$ cat src/rtl/op_fifo_if.sv
// rtl/op_fifo_if.sv - op_fifo handshake bundle; OP_FIFO_ERR_FLAGS_EN adds overflow/underflow
interface op_fifo_if #(
  parameter int DATA_WIDTH = 8,
  parameter int ADDR_WIDTH = 3
);
  logic                  wen;
  logic                  ren;
  logic [DATA_WIDTH-1:0] wdata;
  logic [DATA_WIDTH-1:0] rdata;
  logic                  full;
  logic                  empty;
  logic [ADDR_WIDTH:0]   count;
`ifdef OP_FIFO_ERR_FLAGS_EN
  logic                  overflow;
  logic                  underflow;

  modport master (
    output wen, ren, wdata,
    input  rdata, full, empty, count, overflow, underflow
  );
  modport slave (
    input  wen, ren, wdata,
    output rdata, full, empty, count, overflow, underflow
  );
`else
  modport master (
    output wen, ren, wdata,
    input  rdata, full, empty, count
  );
  modport slave (
    input  wen, ren, wdata,
    output rdata, full, empty, count
  );
`endif
endinterface

$ cat src/rtl/op_fifo.sv
// rtl/op_fifo.sv - single-clock operand FIFO with registered read; OP_FIFO_ERR_FLAGS_EN adds sticky error flags
module op_fifo #(
  parameter int DATA_WIDTH = 8,
  parameter int DEPTH      = 8,
  parameter int ADDR_WIDTH = 3
) (
  input logic    clock,
  input logic    reset,
  op_fifo_if.slave bus
);
  logic [DATA_WIDTH-1:0] mem [DEPTH];
  logic [ADDR_WIDTH-1:0] wr_ptr;
  logic [ADDR_WIDTH-1:0] rd_ptr;
  logic [ADDR_WIDTH:0]   count_q;
  logic [DATA_WIDTH-1:0] rdata_q;
  logic                  full_w;
  logic                  empty_w;
  logic                  wr_acc;
  logic                  rd_acc;

  // Status is decoded from the registered count only, so wen/ren never reach the outputs.
  assign full_w  = (count_q == (ADDR_WIDTH+1)'(DEPTH));
  assign empty_w = (count_q == '0);
  assign wr_acc  = bus.wen & ~full_w;
  assign rd_acc  = bus.ren & ~empty_w;

  // Storage array; deliberately not reset so contents survive reset.
  always_ff @(posedge clock) begin
    if (wr_acc) begin
      mem[wr_ptr] <= bus.wdata;
    end
  end

  // Pointers wrap naturally at DEPTH; the read port latches the head on an accepted read.
  always_ff @(posedge clock or negedge reset) begin
    if (!reset) begin
      wr_ptr  <= '0;
      rd_ptr  <= '0;
      rdata_q <= '0;
    end else begin
      if (wr_acc) begin
        wr_ptr <= wr_ptr + 1'b1;
      end
      if (rd_acc) begin
        rd_ptr  <= rd_ptr + 1'b1;
        rdata_q <= mem[rd_ptr];
      end
    end
  end

  // Occupancy tracks the net effect of the accepted transfers this cycle.
  always_ff @(posedge clock or negedge reset) begin
    if (!reset) begin
      count_q <= '0;
    end else begin
      case ({wr_acc, rd_acc})
        2'b10:   count_q <= count_q + 1'b1;
        2'b01:   count_q <= count_q - 1'b1;
        default: count_q <= count_q;
      endcase
    end
  end

  assign bus.rdata = rdata_q;
  assign bus.full  = full_w;
  assign bus.empty = empty_w;
  assign bus.count = count_q;

`ifdef OP_FIFO_ERR_FLAGS_EN
  logic overflow_q;
  logic underflow_q;

  // Sticky flags recording any rejected request; only reset clears them.
  always_ff @(posedge clock or negedge reset) begin
    if (!reset) begin
      overflow_q  <= 1'b0;
      underflow_q <= 1'b0;
    end else begin
      if (bus.wen & full_w) begin
        overflow_q <= 1'b1;
      end
      if (bus.ren & empty_w) begin
        underflow_q <= 1'b1;
      end
    end
  end

  assign bus.overflow  = overflow_q;
  assign bus.underflow = underflow_q;
`endif
endmodule

$ cat src/flat_wrapper.sv
// flat-port wrapper written by rule: the top's interface ports become plain ports
module op_fifo_flat 
#(
  parameter int DATA_WIDTH = 8,
  parameter int DEPTH      = 8,
  parameter int ADDR_WIDTH = 3
)
  (clock, reset, bus_wen, bus_ren, bus_wdata, bus_rdata, bus_full, bus_empty, bus_count);
  op_fifo_if #(.DATA_WIDTH(DATA_WIDTH), .ADDR_WIDTH(ADDR_WIDTH)) bus_i ();
  input logic clock;
  input logic reset;
  input wire logic [$bits(bus_i.wen)-1:0] bus_wen;
  input wire logic [$bits(bus_i.ren)-1:0] bus_ren;
  input wire logic [$bits(bus_i.wdata)-1:0] bus_wdata;
  output wire logic [$bits(bus_i.rdata)-1:0] bus_rdata;
  output wire logic [$bits(bus_i.full)-1:0] bus_full;
  output wire logic [$bits(bus_i.empty)-1:0] bus_empty;
  output wire logic [$bits(bus_i.count)-1:0] bus_count;
  assign bus_i.wen = bus_wen;
  assign bus_i.ren = bus_ren;
  assign bus_i.wdata = bus_wdata;
  assign bus_rdata = bus_i.rdata;
  assign bus_full = bus_i.full;
  assign bus_empty = bus_i.empty;
  assign bus_count = bus_i.count;
  op_fifo #(.DATA_WIDTH(DATA_WIDTH), .DEPTH(DEPTH), .ADDR_WIDTH(ADDR_WIDTH)) u_core (.clock(clock), .reset(reset), .bus(bus_i));
endmodule
$ cat config.mk
export PLATFORM = sky130hd
export DESIGN_NAME = op_fifo_flat
export DESIGN_NICKNAME = d
export VERILOG_FILES = /design/src/rtl/op_fifo_if.sv /design/src/rtl/op_fifo.sv /design/src/flat_wrapper.sv
export SDC_FILE = /design/constraint.sdc
export NUM_CORES = 1
export LEC_CHECK = 0
export ABC_AREA = 1
export BUFFER_PORTS_ARGS = -buffer_cell sky130_fd_sc_hd__buf_2
export CAP_MARGIN = 20
export CORE_MARGIN = 2
export CORE_UTILIZATION = 30
export CTS_CLUSTER_DIAMETER = 50
export DETAILED_ROUTE_END_ITERATION = 8
export SYNTH_ARGS = -nofsm -noshare
export SYNTH_HDL_FRONTEND = slang
export SYNTH_SLANG_ARGS = --single-unit
$ cat constraint.sdc
create_clock -name clock -period 3.1 [get_ports clock]
set_clock_uncertainty 0.1 [all_clocks]
set_input_delay 0.31 -clock clock [delete_from_list [all_inputs] [get_ports clock]]
set_output_delay 0.31 -clock clock [all_outputs]
set_load 0.02 [all_outputs]
==> results.py <==
metrics = {
    "layout": {
        "layout_commonest_cell": "nand2_1",
        "diodes": 0,
        "final_cell_mix": "nand2_1, edfxtp_1, inv_1, nand3_1, buf_2",
        "nets": 412,
        "drive_gt1_frac": 0.1429,
        "area_delta_synth_final_pct": 17.76,
    },
    "setup_path": {
        "cpPeakStageDelay_ns": 0.42,
        "path_buf_inv": 1,
        "ff2ff_setup_slack_ns": 0.77,
        "cp_slowest_cell": "dfrtp_1",
        "crit_arrival_ns": 2.50,
        "worstSetupStartpointType": "flip-flop",
        "r2r_start": "u_core.bus.count[1]",
        "regToRegEndpoint": "u_core.bus.count[3]",
        "cp_data_required_time_ns": 3.27,
        "path_cells": "nor2_2 > nand3_2 > nand2_4 > inv_2 > ha_1 > ha_1 > or2_2 > nand2_1 > nand3_1 > nand2_1 > nand2_1 > nand2_1",
        "reg2reg_depth": 12,
        "crit_top_cell": "nand2_1",
        "crit_path_end_kind": "flip-flop",
        "critPathKind": "flip-flop to flip-flop",
        "crit_family": "simple AND/OR/NAND/NOR gates",
        "cp_max_fo": 13,
    },
    "grt": {
        "grt_pass1_wl_mm": 12.77,
        "grt_max_degree": 34,
        "overflow": 0,
        "antenna_found_initial": 0,
        "grtUsageTotal": 0.1300,
        "grt_pass1_vias": 2502,
    },
    "clock_network": {
        "clkTransAtPathRegs_ns": 0.06,
        "cts_resized": 0,
        "cts_made_buffers": 9,
        "cts_setup_buffers": 0,
        "clock-root-buffer": "clkbuf_16",
        "cts.sinks": 82,
        "insertion_delay_ns": 0.33,
        "cts_tree": "yes",
        "cts_buffer_depth": 2,
        "holdBufCountCts": 1,
        "cts_max_level": 3,
    },
    "pwr": {
        "power.switching_mw": 1.499,
        "worst_ir_drop_vdd_uv": 304.3,
        "p_clk_frac": 0.301,
        "comb_power_share": 0.315,
        "p_seq_frac": 0.385,
        "totalPowerFinal_mw": 4.237,
        "p_sw_frac": 0.3539,
        "p_int_mw": 2.738,
        "power_density_nw_per_um2": 987.9,
        "p_leak_nw": 1.969,
    },
    "sta": {
        "min_period_ns": 2.332,
        "tightest_slew_ns": 0.8187,
        "fmax_mhz": 428.9,
        "setup_tns_ns": 0,
        "final-hold-violation-count": 0,
        "slew_viol_final": 0,
        "rsz0062_at_grt": "no",
        "finalSetupViolations": 0,
        "relSlewSlack": 0.4542,
        "period_share": 0.7521,
    },
    "floorplanning": {
        "core-area_um2": 11910,
        "dieHeight_um": 114.2,
        "die_area_um2": 13040,
        "rows": 40,
        "start_util": 0.3058,
        "dieWidth_um": 114.2,
        "ios": 26,
    },
    "synthesis": {
        "yosys_warnings": 0,
        "ys_types": 23,
        "ys_seq_area_frac": 0.6513,
        "synth_area_leaders": "edfxtp_1, nand2_1, dfrtp_1",
        "syn_area_um2": 3642,
        "syn_inst": 361,
        "synth.avg_cell_area_um2": 10.09,
        "synth_top_cell_area_share": 0.5277,
        "ys_seq_elements": 82,
        "yosys.area.top_type": "edfxtp_1",
        "synth_fp_nets": 379,
    },
    "place": {
        "port_buffers": 25,
        "dp_hpwl_mm": 4.928,
        "gp_congestion": 0.7671,
    },
    "status": {
        "status": "finished clean",
    },
    "hold_path": {
        "whs_path_depth": 1,
        "min-delay-start": "bus_wdata[0]",
        "min_to": "u_core.mem[1][0]",
        "hold_path_class": "primary input to flip-flop",
    },
    "routing": {
        "drt_iter0_markers": 113,
        "vias_per_cell": 4.438,
        "via_count": 2423,
        "wl_per_cell_um": 14.25,
        "dr.pass1.iters": 4,
        "wirelength_mm": 7.783,
        "drc": 0,
        "ant_nets": 0,
    },
    "flow_run": {
        "cap_violations": 0,
    },
}
## power groups by stage
stage / registers (mW) / logic (mW) / clock network (mW)
finish: 1.63 / 1.33 / 1.27
global route: 1.66 / 1.53 / 1.34
CTS: 1.63 / 1.35 / 1.29
detailed placement: 1.65 / 1.34 / 0
global placement: 1.64 / 1.31 / 0
floorplan: 1.65 / 0.963 / 0
## cell families (layout without fill, tap and decap cells)
group	count (synthesis)	count (layout)	share of synthesized area
simple gates	191	191	0.2229
flops	82	82	0.6513
buf+inv	75	113	0.09035
fa+ha+maj	6	6	0.02267
compound gates	4	4	0.005497
xor+xnor	3	3	0.007215
## cell usage after synthesis
cell type / instances
buf_2: 6
buf_4: 2
buf_6: 4
clkinv_1: 1
dfrtp_1: 18
edfxtp_1: 64
fa_1: 1
ha_1: 5
inv_1: 59
inv_2: 2
inv_4: 1
nand2_1: 123
nand2_2: 1
nand2_4: 1
nand3_1: 53
nand3_2: 1
nor2_1: 8
nor2_2: 2
o21ai_0: 4
or2_2: 1
or2_4: 1
xnor2_1: 1
xor2_1: 2
## how the worst max path moves through the flow
stage / startpoint / to / slack (ns) / cells after the start
2_1_floorplan: u_core.bus.count[1] / u_core.bus.count[3] / 0.84 / 12
3_3_place_gp: u_core.bus.count[1] / u_core.bus.count[3] / 0.84 / 11
4_1_cts: u_core.bus.count[1] / u_core.bus.count[3] / 0.76 / 11
5_1_grt: u_core.bus.count[1] / u_core.bus.count[3] / 0.60 / 12
3_5_place_dp: u_core.bus.count[1] / u_core.bus.count[3] / 0.77 / 11
6_report: u_core.bus.count[1] / u_core.bus.count[3] / 0.77 / 12
## flip-flops by register name, indices dropped and copies added (netlist names)
name / count
u_core.bus.count: 4
u_core.bus.rdata: 8
u_core.mem: 64
u_core.wr_ptr: 3
u_core.rd_ptr: 3
## per-stage QoR
| step | hold slack (ns) | setup WS (ns) | utilization | std cells | area [um2] |
|---|---|---|---|---|---|
| finish | 0.1475 | 0.7684 | 0.3601 | 546 | 4289 |
| global route | 0.1393 | 0.6012 | 0.3601 | 546 | 4289 |
| CTS | 0.1399 | 0.7604 | 0.3601 | 546 | 4289 |
| detailed placement | 0.1736 | 0.7681 | 0.3292 | 529 | 3921 |
| global placement | 0.1737 | 0.8436 | 0.3292 | 529 | 3921 |
| floorplan | -0.08559 | 0.8429 | - | 361 | 3642 |
## routing by layer
layer,up-vias,routed length [um],GRT usage
met4,0,108,0.04797
li1,1210,-,-
met2,59,3810,0.2167
met5,-,0,0
met1,1143,3350,0.1600
met3,11,514,0.03864
## layout make-up
class                      instances  area, um2
inverter                          63      239.0
timing repair buffer              34      195.2
fill                            1183       7622
multi-input combinational        204      940.9
clock buffer                      10      229.0
clock inverter                     6      128.9
sequential                        82       2372
tap                              147      183.9
No activity file was read; power rests on OpenSTA's default activity.
